### src/rtl/uart_rx_core_if.sv
// Read-side handshake bundle for uart_rx_core: the receiver (master) presents
// a head word with valid, the consumer (slave) accepts it with ready.
interface uart_rx_core_if #(
  parameter int DATA_BITS = 8
);
  logic [DATA_BITS-1:0] uart_rd_data;
  logic                 uart_rd_valid;
  logic                 uart_rd_ready;

  modport master (
    output uart_rd_data,
    output uart_rd_valid,
    input  uart_rd_ready
  );

  modport slave (
    input  uart_rd_data,
    input  uart_rd_valid,
    output uart_rd_ready
  );
endinterface

### src/rtl/uart_rx_core.sv
// Oversampling UART receiver with parity/framing checks and receive storage.
// Define UART_RX_FIFO_EN for a FIFO_DEPTH-entry FIFO; otherwise a single holding register.
module uart_rx_core #(
  parameter int CLK_FREQ   = 100000000,
  parameter int BAUD_RATE  = 115200,
  parameter int OVERSAMPLE = 16,
  parameter int DATA_BITS  = 8,
  parameter int FIFO_DEPTH = 16
) (
  input  logic           clk,
  input  logic           rst,
  input  logic           uart_rxd,
  input  logic [1:0]     uart_mode,
  uart_rx_core_if.master rd,
  output logic           rx_frame_err,
  output logic           rx_parity_err,
  output logic           rx_overrun,
  output logic           rx_busy
);

  localparam longint TICK_RATE = longint'(BAUD_RATE) * longint'(OVERSAMPLE);
  localparam int     DIV       = int'((longint'(CLK_FREQ) + TICK_RATE / 2) / TICK_RATE);
  localparam int     DIV_W     = (DIV > 2) ? $clog2(DIV) : 1;
  localparam int     OS_W      = $clog2(OVERSAMPLE);
  localparam int     BIT_W     = $clog2(DATA_BITS);

  if (DIV < 2) begin : g_div_check
    $error("uart_rx_core: clock divider below 2, clock too slow for baud rate");
  end
  if (OVERSAMPLE < 8 || OVERSAMPLE > 16 || (OVERSAMPLE % 2) != 0) begin : g_os_check
    $error("uart_rx_core: OVERSAMPLE must be even and within 8..16");
  end
  if (DATA_BITS < 5 || DATA_BITS > 9) begin : g_bits_check
    $error("uart_rx_core: DATA_BITS must be within 5..9");
  end
  if (FIFO_DEPTH < 2 || (FIFO_DEPTH & (FIFO_DEPTH - 1)) != 0) begin : g_depth_check
    $error("uart_rx_core: FIFO_DEPTH must be a power of two, at least 2");
  end

  typedef enum logic [2:0] {
    S_IDLE,
    S_START,
    S_DATA,
    S_PARITY,
    S_STOP,
    S_BREAK
  } state_t;

  typedef enum logic [1:0] {
    MODE_NONE     = 2'b00,
    MODE_EVEN     = 2'b01,
    MODE_ODD      = 2'b10,
    MODE_TWO_STOP = 2'b11
  } mode_t;

  state_t               state;
  mode_t                mode_q;
  logic                 rxd_m, rxd_s, rxd_q;
  logic                 fall;
  logic [DIV_W-1:0]     tick_cnt;
  logic                 tick;
  logic [OS_W-1:0]      os_cnt;
  logic                 os_last;
  logic                 sample;
  logic [BIT_W-1:0]     bit_cnt;
  logic [DATA_BITS-1:0] shreg;
  logic                 par_err;
  logic                 stop_cnt;
  logic                 push_req;
  logic [DATA_BITS-1:0] push_data;
  logic                 pop;
  logic                 full;
  logic                 push_ok;

  // NOTE: sequential state is always updated with non-blocking assignments so
  // every flop samples the pre-edge value of its neighbours.
  always_ff @(posedge clk or posedge rst) begin
    if (rst) begin
      rxd_m <= 1'b1;
      rxd_s <= 1'b1;
      rxd_q <= 1'b1;
    end else begin
      rxd_m <= uart_rxd;
      rxd_s <= rxd_m;
      rxd_q <= rxd_s;
    end
  end

  assign fall = rxd_q & ~rxd_s;

  // Held at zero in IDLE so the first tick after a start edge lands DIV cycles later.
  always_ff @(posedge clk or posedge rst) begin
    if (rst) begin
      tick_cnt <= '0;
    end else if (state == S_IDLE || tick) begin
      tick_cnt <= '0;
    end else begin
      tick_cnt <= tick_cnt + 1'b1;
    end
  end

  assign tick    = (state != S_IDLE) && (tick_cnt == DIV_W'(DIV - 1));
  assign os_last = (state == S_START) ? (os_cnt == OS_W'(OVERSAMPLE / 2 - 1))
                                      : (os_cnt == OS_W'(OVERSAMPLE - 1));
  assign sample  = tick & os_last;

  always_ff @(posedge clk or posedge rst) begin
    if (rst) begin
      state         <= S_IDLE;
      mode_q        <= MODE_NONE;
      os_cnt        <= '0;
      bit_cnt       <= '0;
      shreg         <= '0;
      par_err       <= 1'b0;
      stop_cnt      <= 1'b0;
      push_req      <= 1'b0;
      push_data     <= '0;
      rx_frame_err  <= 1'b0;
      rx_parity_err <= 1'b0;
      rx_busy       <= 1'b0;
    end else begin
      push_req      <= 1'b0;
      rx_frame_err  <= 1'b0;
      rx_parity_err <= 1'b0;

      if (state == S_IDLE) begin
        os_cnt <= '0;
      end else if (tick) begin
        os_cnt <= os_last ? '0 : os_cnt + 1'b1;
      end

      case (state)
        S_IDLE: begin
          if (fall) begin
            state   <= S_START;
            mode_q  <= mode_t'(uart_mode);
            rx_busy <= 1'b1;
          end
        end

        S_START: begin
          if (sample) begin
            if (rxd_s) begin
              state   <= S_IDLE;
              rx_busy <= 1'b0;
            end else begin
              state    <= S_DATA;
              bit_cnt  <= '0;
              par_err  <= 1'b0;
              stop_cnt <= 1'b0;
            end
          end
        end

        S_DATA: begin
          if (sample) begin
            shreg <= {rxd_s, shreg[DATA_BITS-1:1]};
            if (bit_cnt == BIT_W'(DATA_BITS - 1)) begin
              state <= (mode_q == MODE_EVEN || mode_q == MODE_ODD) ? S_PARITY : S_STOP;
            end else begin
              bit_cnt <= bit_cnt + 1'b1;
            end
          end
        end

        S_PARITY: begin
          if (sample) begin
            // Even parity: the data bits plus the parity bit XOR to zero; odd: to one.
            par_err <= (^shreg) ^ rxd_s ^ (mode_q == MODE_ODD);
            state   <= S_STOP;
          end
        end

        S_STOP: begin
          if (sample) begin
            if (!rxd_s) begin
              rx_frame_err  <= 1'b1;
              rx_parity_err <= par_err;
              state         <= S_BREAK;
            end else if (mode_q == MODE_TWO_STOP && !stop_cnt) begin
              stop_cnt <= 1'b1;
            end else begin
              rx_parity_err <= par_err;
              push_req      <= ~par_err;
              push_data     <= shreg;
              state         <= S_IDLE;
              rx_busy       <= 1'b0;
            end
          end
        end

        S_BREAK: begin
          if (rxd_s) begin
            state   <= S_IDLE;
            rx_busy <= 1'b0;
          end
        end

        default: begin
          state   <= S_IDLE;
          rx_busy <= 1'b0;
        end
      endcase
    end
  end

  // A pop in the same cycle frees a slot, so a push into full storage still lands.
  assign pop        = rd.uart_rd_valid & rd.uart_rd_ready;
  assign push_ok    = push_req & (~full | pop);
  assign rx_overrun = push_req & full & ~pop;

`ifdef UART_RX_FIFO_EN
  localparam int PTR_W = $clog2(FIFO_DEPTH);
  localparam int CNT_W = PTR_W + 1;

  logic [DATA_BITS-1:0] mem [FIFO_DEPTH];
  logic [PTR_W-1:0]     wr_ptr, rd_ptr, rd_next;
  logic [CNT_W-1:0]     count, occ, count_next;
  logic [DATA_BITS-1:0] head_q, head_next;
  logic                 head_valid;

  assign full = (count == CNT_W'(FIFO_DEPTH));

  // NOTE: every signal assigned in always_comb gets a default first, so no
  // path through the block can leave it holding a value (no inferred latch).
  always_comb begin
    rd_next    = rd_ptr + PTR_W'(pop);
    occ        = count - CNT_W'(pop);
    count_next = occ + CNT_W'(push_ok);
    head_next  = head_q;
    if (occ != '0) begin
      head_next = mem[rd_next];
    end else if (push_ok) begin
      head_next = push_data;
    end
  end

  // NOTE: the storage array has no reset; occupancy is tracked by the reset
  // pointers and count, so stale contents are never presented.
  always_ff @(posedge clk) begin
    if (push_ok) begin
      mem[wr_ptr] <= push_data;
    end
  end

  always_ff @(posedge clk or posedge rst) begin
    if (rst) begin
      wr_ptr     <= '0;
      rd_ptr     <= '0;
      count      <= '0;
      head_q     <= '0;
      head_valid <= 1'b0;
    end else begin
      if (push_ok) begin
        wr_ptr <= wr_ptr + 1'b1;
      end
      rd_ptr     <= rd_next;
      count      <= count_next;
      head_q     <= head_next;
      head_valid <= (count_next != '0);
    end
  end

  assign rd.uart_rd_data  = head_q;
  assign rd.uart_rd_valid = head_valid;
`else
  logic [DATA_BITS-1:0] hold_data;
  logic                 hold_valid;

  assign full = hold_valid;

  always_ff @(posedge clk or posedge rst) begin
    if (rst) begin
      hold_data  <= '0;
      hold_valid <= 1'b0;
    end else if (push_ok) begin
      hold_data  <= push_data;
      hold_valid <= 1'b1;
    end else if (pop) begin
      hold_valid <= 1'b0;
    end
  end

  assign rd.uart_rd_data  = hold_data;
  assign rd.uart_rd_valid = hold_valid;
`endif

endmodule

### src/flat_wrapper.sv
// flat-port wrapper written by rule: the top's interface ports become plain ports
module uart_rx_core_flat 
#(
  parameter int CLK_FREQ   = 100000000,
  parameter int BAUD_RATE  = 115200,
  parameter int OVERSAMPLE = 16,
  parameter int DATA_BITS  = 8,
  parameter int FIFO_DEPTH = 16
)
  (clk, rst, uart_rxd, uart_mode, rx_frame_err, rx_parity_err, rx_overrun, rx_busy, rd_uart_rd_data, rd_uart_rd_valid, rd_uart_rd_ready);
  uart_rx_core_if #(.DATA_BITS(DATA_BITS)) rd_i ();
  input  logic clk;
  input  logic rst;
  input  logic uart_rxd;
  input  logic [1:0] uart_mode;
  output logic rx_frame_err;
  output logic rx_parity_err;
  output logic rx_overrun;
  output logic rx_busy;
  output wire logic [$bits(rd_i.uart_rd_data)-1:0] rd_uart_rd_data;
  output wire logic [$bits(rd_i.uart_rd_valid)-1:0] rd_uart_rd_valid;
  input wire logic [$bits(rd_i.uart_rd_ready)-1:0] rd_uart_rd_ready;
  assign rd_uart_rd_data = rd_i.uart_rd_data;
  assign rd_uart_rd_valid = rd_i.uart_rd_valid;
  assign rd_i.uart_rd_ready = rd_uart_rd_ready;
  uart_rx_core #(.CLK_FREQ(CLK_FREQ), .BAUD_RATE(BAUD_RATE), .OVERSAMPLE(OVERSAMPLE), .DATA_BITS(DATA_BITS), .FIFO_DEPTH(FIFO_DEPTH)) u_core (.clk(clk), .rst(rst), .uart_rxd(uart_rxd), .uart_mode(uart_mode), .rd(rd_i), .rx_frame_err(rx_frame_err), .rx_parity_err(rx_parity_err), .rx_overrun(rx_overrun), .rx_busy(rx_busy));
endmodule
### config.mk
export PLATFORM = sky130hd
export DESIGN_NAME = uart_rx_core_flat
export DESIGN_NICKNAME = d
export VERILOG_FILES = /design/src/rtl/uart_rx_core_if.sv /design/src/rtl/uart_rx_core.sv /design/src/flat_wrapper.sv
export SDC_FILE = /design/constraint.sdc
export NUM_CORES = 1
export LEC_CHECK = 0
export ABC_AREA = 1
export ABC_CLOCK_PERIOD_IN_PS = 2300
export CORE_ASPECT_RATIO = 0.8
export CORE_UTILIZATION = 52
export DETAILED_ROUTE_END_ITERATION = 16
export PLACE_DENSITY_LB_ADDON = 0.2
export SLEW_MARGIN = 20
export SYNTH_ARGS = -nofsm -noshare
export SYNTH_HDL_FRONTEND = slang
export SYNTH_SLANG_ARGS = --single-unit
### constraint.sdc
create_clock -name clk -period 2.3 [get_ports clk]
set_input_delay 0.23 -clock clk [delete_from_list [all_inputs] [get_ports clk]]
set_output_delay 0.23 -clock clk [all_outputs]
set_load 0.02 [all_outputs]
Word-level counts from Yosys, hierarchy flattened
Cells that the tools add are included.
- output and inout port bits: 13
- RAM bits: 0
- memory bits (read-only): 0
- logic and storage cells: 133
- memories kept: 0
- bits in latches: 0
- register bits: 52
- bits of input ports: 6
- div/mod/pow operators: 0
- mux-type cells: 50
- equality and inequality tests: 25
- $lt $le $gt $ge: 0
- multiply operators: 0
- $add $sub $neg: 3
- reduce and logical (&&, ||, !) cells: 22
- bitwise logic cells: 15
- shift operators: 0
- operators with widths (cell ; number):
    2-to-1 mux 3 bit ; 14
    2-to-1 mux 1 bit ; 26
    inequality test 2 x 1 -> 1 bit, second input constant ; 9
    one-hot mux 3 bit (6 select lines) ; 1
    2-to-1 mux 4 bit ; 3
    AND reduction 6 bit ; 2
    nonzero test 2 bit ; 5
    equality test 3 bit, second input constant ; 3
    AND reduction 4 bit ; 2
    AND reduction 8 bit ; 1
    parity 8 bit ; 1
    adder 6 x 1 -> 6 bit, second input constant ; 1
    bitwise AND 1 bit ; 6
    equality test 3 x 2 -> 1 bit, second input constant ; 2
    equality test 6 bit, second input constant ; 1
    2-to-1 mux 6 bit ; 1
    inequality test 2 bit, second input constant ; 3
    inverter 1 bit ; 6
    one-hot mux 3 bit (2 select lines) ; 1
    one-hot mux 1 bit (5 select lines) ; 1
    AND reduction 5 bit ; 1
    adder 4 x 1 -> 4 bit, second input constant ; 1
    equality test 2 bit, second input constant ; 2
    equality test 4 x 3 -> 1 bit, second input constant ; 1
    other kinds (16) ; 21

Longest topological paths before layout
Gate-level depths: netlist (run 1).
- word-level depth: 6
- depth in mapped cells: 12
- mapped depth without buffers: 12

Worst setup path after synthesis (run 1)
OpenSTA, ideal clock, no wires.
- path kind: reg2reg
- from: register u_core.tick_cnt[1]
- to: register u_core.shreg[0]
- clock period less this slack: 1.585 ns
- stages on the path, launching flop included: 13
- path slack: 0.715 ns
- path buffers: 1
- arrival time: 1.466 ns
- library setup time: 0.118 ns
- required time: 2.182 ns
- path through: dfrtp_1 inv_1 ha_1 nand2_1 nor2_1 nand2_1 nor2_4 nand3_4 inv_4 nand2_4 buf_6 nand2_2 o21ai_2
- word-level cells in the longest chain between the ends: 4
- RTL lines (element ; RTL line ; text):
    start, declared ; uart_rx_core.sv:60 ; logic [DIV_W-1:0] tick_cnt;
    start signal, assigned ; uart_rx_core.sv:98 ; tick_cnt <= tick_cnt + 1'b1;
    equality test 6 bit ; uart_rx_core.sv:102 ; assign tick = (state != S_IDLE) && (tick_cnt == DIV_W'(DIV - 1));
    logical AND 1 bit ; uart_rx_core.sv:102 ;
    bitwise AND 1 bit ; uart_rx_core.sv:105 ; assign sample = tick & os_last;
    AND reduction 2 bit (no line) ; n/a ;
    end signal, assigned ; uart_rx_core.sv:157 ; shreg <= {rxd_s, shreg[DATA_BITS-1:1]};
    end, declared ; uart_rx_core.sv:66 ; logic [DATA_BITS-1:0] shreg;
No other way between the ends.
A chain may end at the register's enable or synchronous reset.

Worst setup path after layout (run 1)
- from: register u_core.tick_cnt[1]
- to: register u_core.state[1]
- word-level cells in the longest chain between the ends: 5
- elaborated cells on any way between the ends: 8
- those cells by class: eq/ne: 5; bitwise: 1; reduce/logical: 2
- RTL lines (element ; RTL line ; text):
    equality test 6 bit (*) ; uart_rx_core.sv:102 ;
    logical AND 1 bit (*) ; uart_rx_core.sv:102 ;
    bitwise AND 1 bit (*) ; uart_rx_core.sv:105 ;
    inequality test 2 x 1 -> 1 bit (no line) ; n/a ;
    AND reduction 8 bit (no line) (*) ; n/a ;
    end signal, assigned ; uart_rx_core.sv:159 ; state <= (mode_q == MODE_EVEN || mode_q == MODE_ODD) ? S_PARITY : S_STOP;
    end, declared ; uart_rx_core.sv:56 ; state_t state;
Every way passes the cells marked *; elsewhere a longest branch is shown, timed or not.

==> reports/results.tsv, run 1 <==
metric	value	unit
status	finished, final reports clean	
Synth Area in Simple Gates	24.8	%
RSZ-0062 raised after global routing	false	
via count	1803	
first-pass GRT wire length	7530	um
Internal	0.00145	W
NumNets Final	319	
FFs w/ async S/R, synth	100	%
Max VDD drop	0.606	mV
Congestion Overflow GR	0	
CTS sink count	52	
mapped cell area	2540	sq um
post-synth top area share	48.2	%
Buffers on Ports	18	
Syn Area/Cell	9.05	sq um
Clk pin slew, worst setup/hold paths	90	ps
Detail Placement HPWL	3140	um
post-route ant nets	0	
min Tclk post-route	1740	ps
setup TNS	0	ps
CP Class	reg2reg	
Psw	0.000768	W
# fillers	399	
Setup WS pre-CTS	568	ps
clock share of power	24.6	%
n_diodes	0	
Die Span X	80.2	um
final worst setup slack	564	ps
synth warn	0	
H-Tree Depth	2	
Sw Ratio	34.7	%
Seq pwr share	48.4	%
Post-Syn Instances	281	
pin count of the biggest net entering global routing	23	
# DRC	0	
Detailed Route WL	4220	um
Final Hold Viols	0	
synth cell count leaders	nand2_1, dfrtp_1, inv_1, nor2_1, nand3_1	
top cells by area, synth	dfrtp_1, nand2_1, o21ai_2	
Synth Register Bits	52	
vias in the first global route	1751	
Die Height	64.5	um
adder-cell share of the synthesized area	3.44	%
initial antenna violation count	0	
Clock Skews	6.03	ps
Post-synth EDFFs	0	
Worst slew margin	65.1	%
biggest area consumer among synthesized cells	dfrtp_1	
crit share post-route	75.5	%
per-cell routed wire length	11.5	um
mux cell area share after synthesis	3.99	%
synthesized net count	294	
Num CTS Buffers	5	
worst endpoint required time	2500	ps
core box area	4650	sq um
# IOs	19	
worst-path fanout max	7	
Worst Path Arrival	1930	ps
Comb power frac	27.0	%
CTS tree	built	
Slew @ Worst Pin	521	ps
Initial Util	54.7	%
CTS-repair resized insts	0	
Worst Hold Class	in2async	
final setup fails	0	
Total GRT Usage	19.2	%
Placer Congestion	0.931	
top_reg_cell synth	dfrtp_1	
Die ar.	5170	sq um
P_leak	1.44	nW
Max Cap Viol	0	
Clock Tree Buf Depth	2	
fin. max-slew vios	0	
layout cell share with drive strength beyond 1	17.6	%
most frequent cell after synthesis	nand2_1	
xor/xnor share of the synthesized area	1.38	%
Skew-Pair Late Insertion Delay	300	ps
layout overhead on the synthesized area	13.5	%
Synth Area in Compound Gates	8.91	%
TritonRoute pass-1 iters	4	
startpoint class of the critical path	register	
Peak Freq	576	MHz
largest family of logic cells by synthesized area	simple AND/OR/NAND/NOR gates	
Root Buffer	clkbuf_8	
PwrDens	767	nW/um^2
post-synthesis sequential area ratio	51.3	%
total setup buffers inserted after CTS	0	
hold_buf cts	0	
Core Rows	22	
post-synthesis cell type count	30	
initial drt markers	78	
Critical Path End Type	register	
vias per cell	4.91	
final timing paths:
check / from / endpoint / slack (ps) / depth (start not counted)
max: u_core.tick_cnt[1]$_DFF_PP0_ / u_core.state[1]$_DFFE_PP0P_ / 560 / 11
min: rst / u_core.push_data[5]$_DFFE_PP0P_ / 240 / 2
max reg2reg: u_core.tick_cnt[1]$_DFF_PP0_ / u_core.state[1]$_DFFE_PP0P_ / 560 / 11
min reg2reg: u_core.rxd_m$_DFF_PP1_ / u_core.rxd_s$_DFF_PP1_ / 360 / 0
max in group asynchronous: rst / u_core.rxd_q$_DFF_PP1_ / 1420 / 3
min in group clk: uart_rxd / u_core.rxd_m$_DFF_PP1_ / 330 / 1
through the flow:
step                      util [%]  power (W)  cell area (sq um)  hold slack (ps)  instances
final                         62.0    0.00222               2890              243        367
after detailed placement      60.0    0.00169               2790              347        359
after global placement        60.0    0.00168               2790              347        359
after CTS                     62.0    0.00224               2890              249        367
after global routing          62.0    0.00239               2890              266        367
after floorplan                  -    0.00154               2540              234        281
critical path: stages (launching register included):
cell and delay, ps:
dfrtp_1 400, inv_1 60, ha_1 130, nand2_1 50, nor2_1 80, nand2_1 140, nor2_4 170, nand3_4 130
o21ai_0 180, nand2_1 160, nand2_1 90, nand2_1 50
metal layers:
| metal | up-vias | global-route usage [%] | wire length (um) |
|---|---|---|---|
| met5 | - | 0 | 0 |
| met4 | 0 | 6.03 | 44 |
| met3 | 7 | 5.21 | 159 |
| met2 | 35 | 32.2 | 1900 |
| met1 | 813 | 24.3 | 2130 |
| li1 | 948 | - | - |
flip-flops by register name, summed over array words and instances, names as in the netlist:
name and flops:
u_core.bit_cnt 3, u_core.mode_q 2, u_core.os_cnt 4, u_core.par_err 1, u_core.push_data 8, u_core.push_req 1
u_core.rd.uart_rd_data 8, u_core.rd.uart_rd_valid 1, u_core.rx_busy 1, u_core.rx_frame_err 1, u_core.rx_parity_err 1, u_core.rxd_m 1
u_core.rxd_q 1, u_core.rxd_s 1, u_core.shreg 8, u_core.state 3, u_core.stop_cnt 1, u_core.tick_cnt 6
power groups by stage:
stage	combinational [W]	sequential, W	clock (W)
final	0.000599	0.00107	0.000545
after floorplan	0.000455	0.00108	0
after detailed placement	0.000598	0.00109	0
after global routing	0.000696	0.00109	0.000609
after global placement	0.000594	0.00109	0
after CTS	0.000601	0.00107	0.000569
cells in the final DEF, fill, tap and decap left out:
master           netlist  routed
o21ai_2               16      16
nor3_2                 1       1
nand3_2                1       1
mux2_2                 9       9
and3_1                 1       1
xor2_1                 2       2
nor3_1                 3       3
inv_2                  4       5
clkbuf_8               0       6
buf_4                  0       2
nor2_1                27      27
clkinv_2               0       1
a21oi_4                1       1
dfstp_2                3       3
inv_6                  0       1
ha_1                   7       7
nand2_4                2       2
nor3b_1                2       2
nor2_4                 1       1
o21ai_0                8       8
dfrtp_1               49      49
nand2_1               79      79
nand2_2                2       2
a21oi_1                3       3
nand3_1               20      20
o31ai_1                1       1
xnor2_1                2       2
clkdlybuf4s50_1        0      18
o211ai_1               1       1
nand3_4                1       1
nor2_2                 1       1
nand2b_1               1       1
inv_1                 30      29
inv_4                  1       1
area by class of cell:
type,count,area (sq um),share of cell area (%)
sequential,52,1310,45.2
multi-input combinational,192,1080,37.5
timing repair buffer,20,195,6.76
inverter,35,134,4.64
clock buffer,6,82.6,2.86
tap,60,75.1,2.60
clock inverter,2,13.8,0.477
cells by family after synthesis:
| kind of cell | count (synthesis) |
|---|---|
| AND/OR/NAND/NOR | 142 |
| flip-flops | 52 |
| AO/OA/AOI/OAI | 30 |
| adder cells (fa/ha/maj) | 7 |
| multiplexers | 9 |
| XOR/XNOR | 4 |
| buffers and inverters | 37 |
(Power assumes the default switching activity.)
==> run 2: changes to the inputs <==
--- a/config.mk
+++ b/config.mk
@@ -6,7 +6,7 @@
 export NUM_CORES = 1
 export LEC_CHECK = 0
 export ABC_AREA = 1
-export ABC_CLOCK_PERIOD_IN_PS = 2300
+export ABC_CLOCK_PERIOD_IN_PS = 1700
 export CORE_ASPECT_RATIO = 0.8
 export CORE_UTILIZATION = 52
 export DETAILED_ROUTE_END_ITERATION = 16
==> constraint.sdc (replaced) <==
create_clock -name clk -period 1.7 [get_ports clk]
set_input_delay 0.17 -clock clk [delete_from_list [all_inputs] [get_ports clk]]
set_output_delay 0.17 -clock clk [all_outputs]
set_load 0.02 [all_outputs]
==> reports/results.tsv, run 2 (synthesis gave the netlist of run 1 again) <==
metric	value	unit
status	finished, final reports clean	
FF-to-FF Start	u_core.tick_cnt[1]$_DFF_PP0_	
worst-path fanout max	17	
hold_buf cts	0	
Worst Path Arrival	1780	ps
NumNets Final	325	
commonest non-fill, non-tap cells in the layout	nand2_1, dfrtp_1, inv_1, nor2_1, nand3_1	
CTS sink count	52	
Slew @ Worst Pin	381	ps
vias per cell	4.98	
Internal	0.00197	W
Total GRT Usage	19.4	%
Clk pin slew, worst setup/hold paths	80	ps
n_diodes	0	
Worst Hold Class	in2async	
fin. max-slew vios	0	
min Tclk post-route	1590	ps
# IOs	19	
vias in the first global route	1825	
Root Buffer	clkbuf_8	
worst endpoint required time	1890	ps
Sw Ratio	34.5	%
non-filler cells in the finished layout	372	
commonest non-fill, non-tap cell in the layout	nand2_1	
setup TNS	0	ps
Worst slew margin	74.6	%
Num CTS Buffers	5	
Die ar.	5170	sq um
Max VDD drop	0.730	mV
Die Height	64.5	um
Clock Tree Buf Depth	2	
TritonRoute pass-1 iters	5	
total setup buffers inserted after CTS	0	
RSZ-0062 raised after global routing	true	
Critical Path Most Common Cell	nand2_1	
Placer Congestion	0.917	
Max Cap Viol	0	
initial antenna violation count	0	
core box area	4650	sq um
layout overhead on the synthesized area	15.7	%
Setup WS pre-CTS	87.3	ps
Buffers on Ports	18	
Congestion Overflow GR	0	
first-pass GRT wire length	7580	um
Clock Skews	6.15	ps
flop-to-flop setup slack	110	ps
final setup fails	0	
Critical Path End Type	register	
Worst Setup SP	u_core.tick_cnt[1]$_DFF_PP0_	
CTS tree	built	
pin count of the biggest net entering global routing	36	
H-Tree Depth	2	
P_leak	1.48	nW
Finished Core Util	63.3	%
layout cell share with drive strength beyond 1	19.2	%
Core Rows	22	
clock share of power	21.5	%
Detailed Route WL	4250	um
Peak Freq	628	MHz
Comb power frac	30.3	%
Die Span X	80.2	um
placed cells	365	
Final Hold Viols	0	
startpoint class of the critical path	register	
post-route ant nets	0	
CP Class	reg2reg	
Detail Placement HPWL	3230	um
Initial Util	54.7	%
PwrDens	1020	nW/um^2
CP max-delay cell	dfrtp_1	
Skew-Pair Late Insertion Delay	300	ps
initial drt markers	81	
Tot Pwr	0.00300	W
Psw	0.00103	W
via count	1854	
Seq pwr share	48.2	%
crit share post-route	93.7	%
CP Cell Sequence	inv_1, ha_1, nand2_1, nor2_1, nand2_1, nor2_4, nand3_4, inv_4, nand2_4, nand2_1, o21ai_2	
Max stage delay on crit path	400	ps
per-cell routed wire length	11.4	um
# DRC	0	
final worst setup slack	107	ps
-- run 2: power by group through the flow --
stage / sequential [W] / combinational, W / clock [W]
4_1_cts: 0.00144 / 0.000895 / 0.000672
6_report: 0.00145 / 0.000907 / 0.000646
2_1_floorplan: 0.00147 / 0.000615 / 0
3_3_place_gp: 0.00146 / 0.000889 / 0
3_5_place_dp: 0.00147 / 0.000890 / 0
5_1_grt: 0.00146 / 0.00105 / 0.000722
-- run 2: what timing repair did --
item / CTS / global route
hold endpoints to repair: 0 / 0
gates resized for setup: 0 / 5
endpoints found under the setup margin: 0 / 17
-- run 2: routing by layer --
metal	vias to the layer above	GRT usage (%)	part of all wire [%]
met3	9	4.23	2.6
met2	24	33.3	46
met5	-	0	0
met1	872	23.8	50
li1	949	-	-
met4	0	7.37	1.6
-- run 2: final timing paths --
kind,endpoint,depth (start not counted)
setup / recovery,u_core.shreg[1]$_DFFE_PP0P_,11
hold / removal,u_core.stop_cnt$_DFFE_PP0P_,2
setup reg to reg,u_core.shreg[1]$_DFFE_PP0P_,11
hold reg to reg,u_core.rxd_s$_DFF_PP1_,0
max in group asynchronous,u_core.rx_parity_err$_DFF_PP0_,3
min in group clk,u_core.rxd_m$_DFF_PP1_,1
-- run 2: worst max-delay path, delay by kind of cell, from the launching register on --
family	cells	cell delay, ps
DFF	1	400
adders and majority gates	1	130
and+or+nand+nor	7	740
buffers and inverters	2	160
AOI/OAI and AO/OA	1	50
-- run 2: area by class of cell --
class	instances	area [sq um]
Timing Repair Buffer	26	255
Fill cell	391	1710
Clock inverter	1	5.00
Sequential cell	52	1310
Tap cell	60	75.1
Multi-Input combinational cell	192	1100
Inverter	35	134
Clock buffer	6	72.6
-- run 2: through the flow --
| stage | hold WS (ps) | area (sq um) |
|---|---|---|
| 2_1_floorplan | 174 | 2540 |
| 3_3_place_gp | 346 | 2850 |
| 3_5_place_dp | 349 | 2850 |
| 4_1_cts | 181 | 2930 |
| 5_1_grt | 210 | 2940 |
| 6_report | 172 | 2940 |
==> run 3: changes to the inputs <==
--- a/config.mk
+++ b/config.mk
@@ -9,7 +9,9 @@
 export ABC_CLOCK_PERIOD_IN_PS = 1700
 export CORE_ASPECT_RATIO = 0.8
 export CORE_UTILIZATION = 52
+export CTS_CLUSTER_SIZE = 12
 export DETAILED_ROUTE_END_ITERATION = 16
+export GPL_TIMING_DRIVEN = 0
 export PLACE_DENSITY_LB_ADDON = 0.2
 export SLEW_MARGIN = 20
 export SYNTH_ARGS = -nofsm -noshare
==> reports/results.tsv, run 3 (synthesis gave the netlist of run 1 again) <==
metric	value	unit
Comb power frac	29.9	%
Worst slew margin	68.8	%
CTS sink count	52	
clock share of power	22.8	%
Clock Skews	8.06	ps
TritonRoute pass-1 iters	4	
PwrDens	998	nW/um^2
Congestion Overflow GR	0	
CP max-delay cell	dfrtp_1	
core box area	4650	sq um
layout overhead on the synthesized area	21.7	%
Clk pin slew, worst setup/hold paths	100	ps
P_leak	1.52	nW
Peak Freq	601	MHz
worst-path fanout max	5	
CP Cell Sequence	inv_1, ha_1, nand2_1, nor2_2, nand2_2, nor2_4, nand3_4, clkinv_8, nand2_8, buf_12, nand2_2, o21ai_2	
fin. max-slew vios	0	
Max stage delay on crit path	390	ps
Detail Placement HPWL	3180	um
vias in the first global route	1746	
per-cell routed wire length	12.1	um
NumNets Final	331	
vias per cell	5.07	
Max VDD drop	0.776	mV
Worst path top cell family by delay	simple AND/OR/NAND/NOR gates	
worst hold slack	159	ps
Psw	0.00111	W
final setup fails	0	
Buffers on Ports	18	
Worst Hold Class	in2async	
commonest non-fill, non-tap cells in the layout	nand2_1, dfrtp_1, inv_1, nor2_1, nand3_1	
worst endpoint required time	1910	ps
post-route cell area	3090	sq um
Tot Pwr	0.00309	W
Detailed Route WL	4580	um
Num CTS Buffers	5	
post-route ant nets	0	
Critical Path End Type	register	
Worst Path Arrival	1870	ps
RSZ-0062 raised after global routing	true	
Clock Tree Buf Depth	2	
Die ar.	5170	sq um
# DRC	0	
initial drt markers	98	
Core Rows	22	
Root Buffer	clkbuf_8	
CTS tree	built	
first-pass GRT wire length	7600	um
Final Hold Viols	0	
# IOs	19	
# fillers	367	
n_diodes	0	
Critical Path Most Common Cell	nand2_2	
Slew @ Worst Pin	466	ps
Die Span X	80.2	um
H-Tree Depth	2	
Sw Ratio	36.0	%
dpl cell area	2820	sq um
Die Height	64.5	um
via count	1921	
count of buffer and inverter cells on the critical path	3	
CP Class	reg2reg	
Seq pwr share	47.3	%
Placer Congestion	0.826	
status	finished, final reports clean	
crit share post-route	97.9	%
commonest non-fill, non-tap cell in the layout	nand2_1	
Max Cap Viol	0	
Internal	0.00198	W
Total GRT Usage	19.4	%
startpoint class of the critical path	register	
Initial Util	54.7	%
min Tclk post-route	1660	ps
layout cell share with drive strength beyond 1	24.1	%
initial antenna violation count	0	
pin count of the biggest net entering global routing	36	
Skew-Pair Late Insertion Delay	310	ps
hold_buf cts	0	
[run 3: cell types whose count changed in the layout (fill, tap and decap cells not counted), sizes merged]
cell      change
clkinvlp      +1
clkbuf        +1
clkinv        +1
buf           +4
inv           -1
nand2         +1
[run 3: repair_timing]
item / in CTS / in global routing
endpoints found under the setup margin: 23 / 25
cloned: 0 / 2
pin swaps: 2 / 5
gates resized for setup: 5 / 20
setup buffers: 4 / 6
[run 3: routing by layer]
layer / GRT usage (%) / share of wire [%] / vias up
met2: 30.6 / 46 / 32
met1: 26.2 / 49 / 916
li1: - / - / 966
met4: 6.03 / 1.1 / 0
met3: 5.35 / 4.1 / 7
met5: 0 / 0 / -
[run 3: path summary, 6_finish.rpt]
check	endpoint	start	depth (start not counted)	slack [ps]
worst max-delay path	u_core.shreg[0]$_DFFE_PP0P_	u_core.tick_cnt[1]$_DFF_PP0_	12	40
worst min register to register	u_core.rxd_s$_DFF_PP1_	u_core.rxd_m$_DFF_PP1_	0	360
worst min-delay path	u_core.rd.uart_rd_data[7]$_DFFE_PP0P_	rst	2	160
min in group clk	u_core.rxd_m$_DFF_PP1_	uart_rxd	1	270
worst max register to register	u_core.shreg[0]$_DFFE_PP0P_	u_core.tick_cnt[1]$_DFF_PP0_	12	40
max in group asynchronous	u_core.os_cnt[1]$_DFFE_PP0N_	rst	3	1040
[run 3: metrics by stage]
step | util, % | setup TNS [ps] | setup WS, ps | std cells
2_1_floorplan | - | 0 | 115 | 281
3_3_place_gp | 60.1 | -34120 | -676 | 359
3_5_place_dp | 60.6 | -1140 | -102 | 360
4_1_cts | 63.2 | -3.14 | -3.14 | 371
5_1_grt | 66.5 | -1060 | -85.1 | 379
6_report | 66.5 | 0 | 35.3 | 379
[run 3: layout make-up]
cell class / count / area [sq um] / area share (%)
Clock buffer: 6 / 72.6 / 2.35
Timing Repair Buffer: 30 / 307 / 9.91
Tap cell: 60 / 75.1 / 2.43
Inverter: 35 / 144 / 4.65
Sequential cell: 52 / 1310 / 42.2
Buffer: 1 / 20.0 / 0.647
Clock inverter: 2 / 16.3 / 0.526
Multi-Input combinational cell: 193 / 1150 / 37.3
[run 3: power groups by stage]
stage	Clock [W]	Combinational [W]	Sequential, W
final	0.000705	0.000922	0.00146
after global routing	0.000773	0.00104	0.00147
after CTS	0.000715	0.000829	0.00145
after detailed placement	0	0.000810	0.00148
after global placement	0	0.000791	0.00148
after floorplan	0	0.000615	0.00147
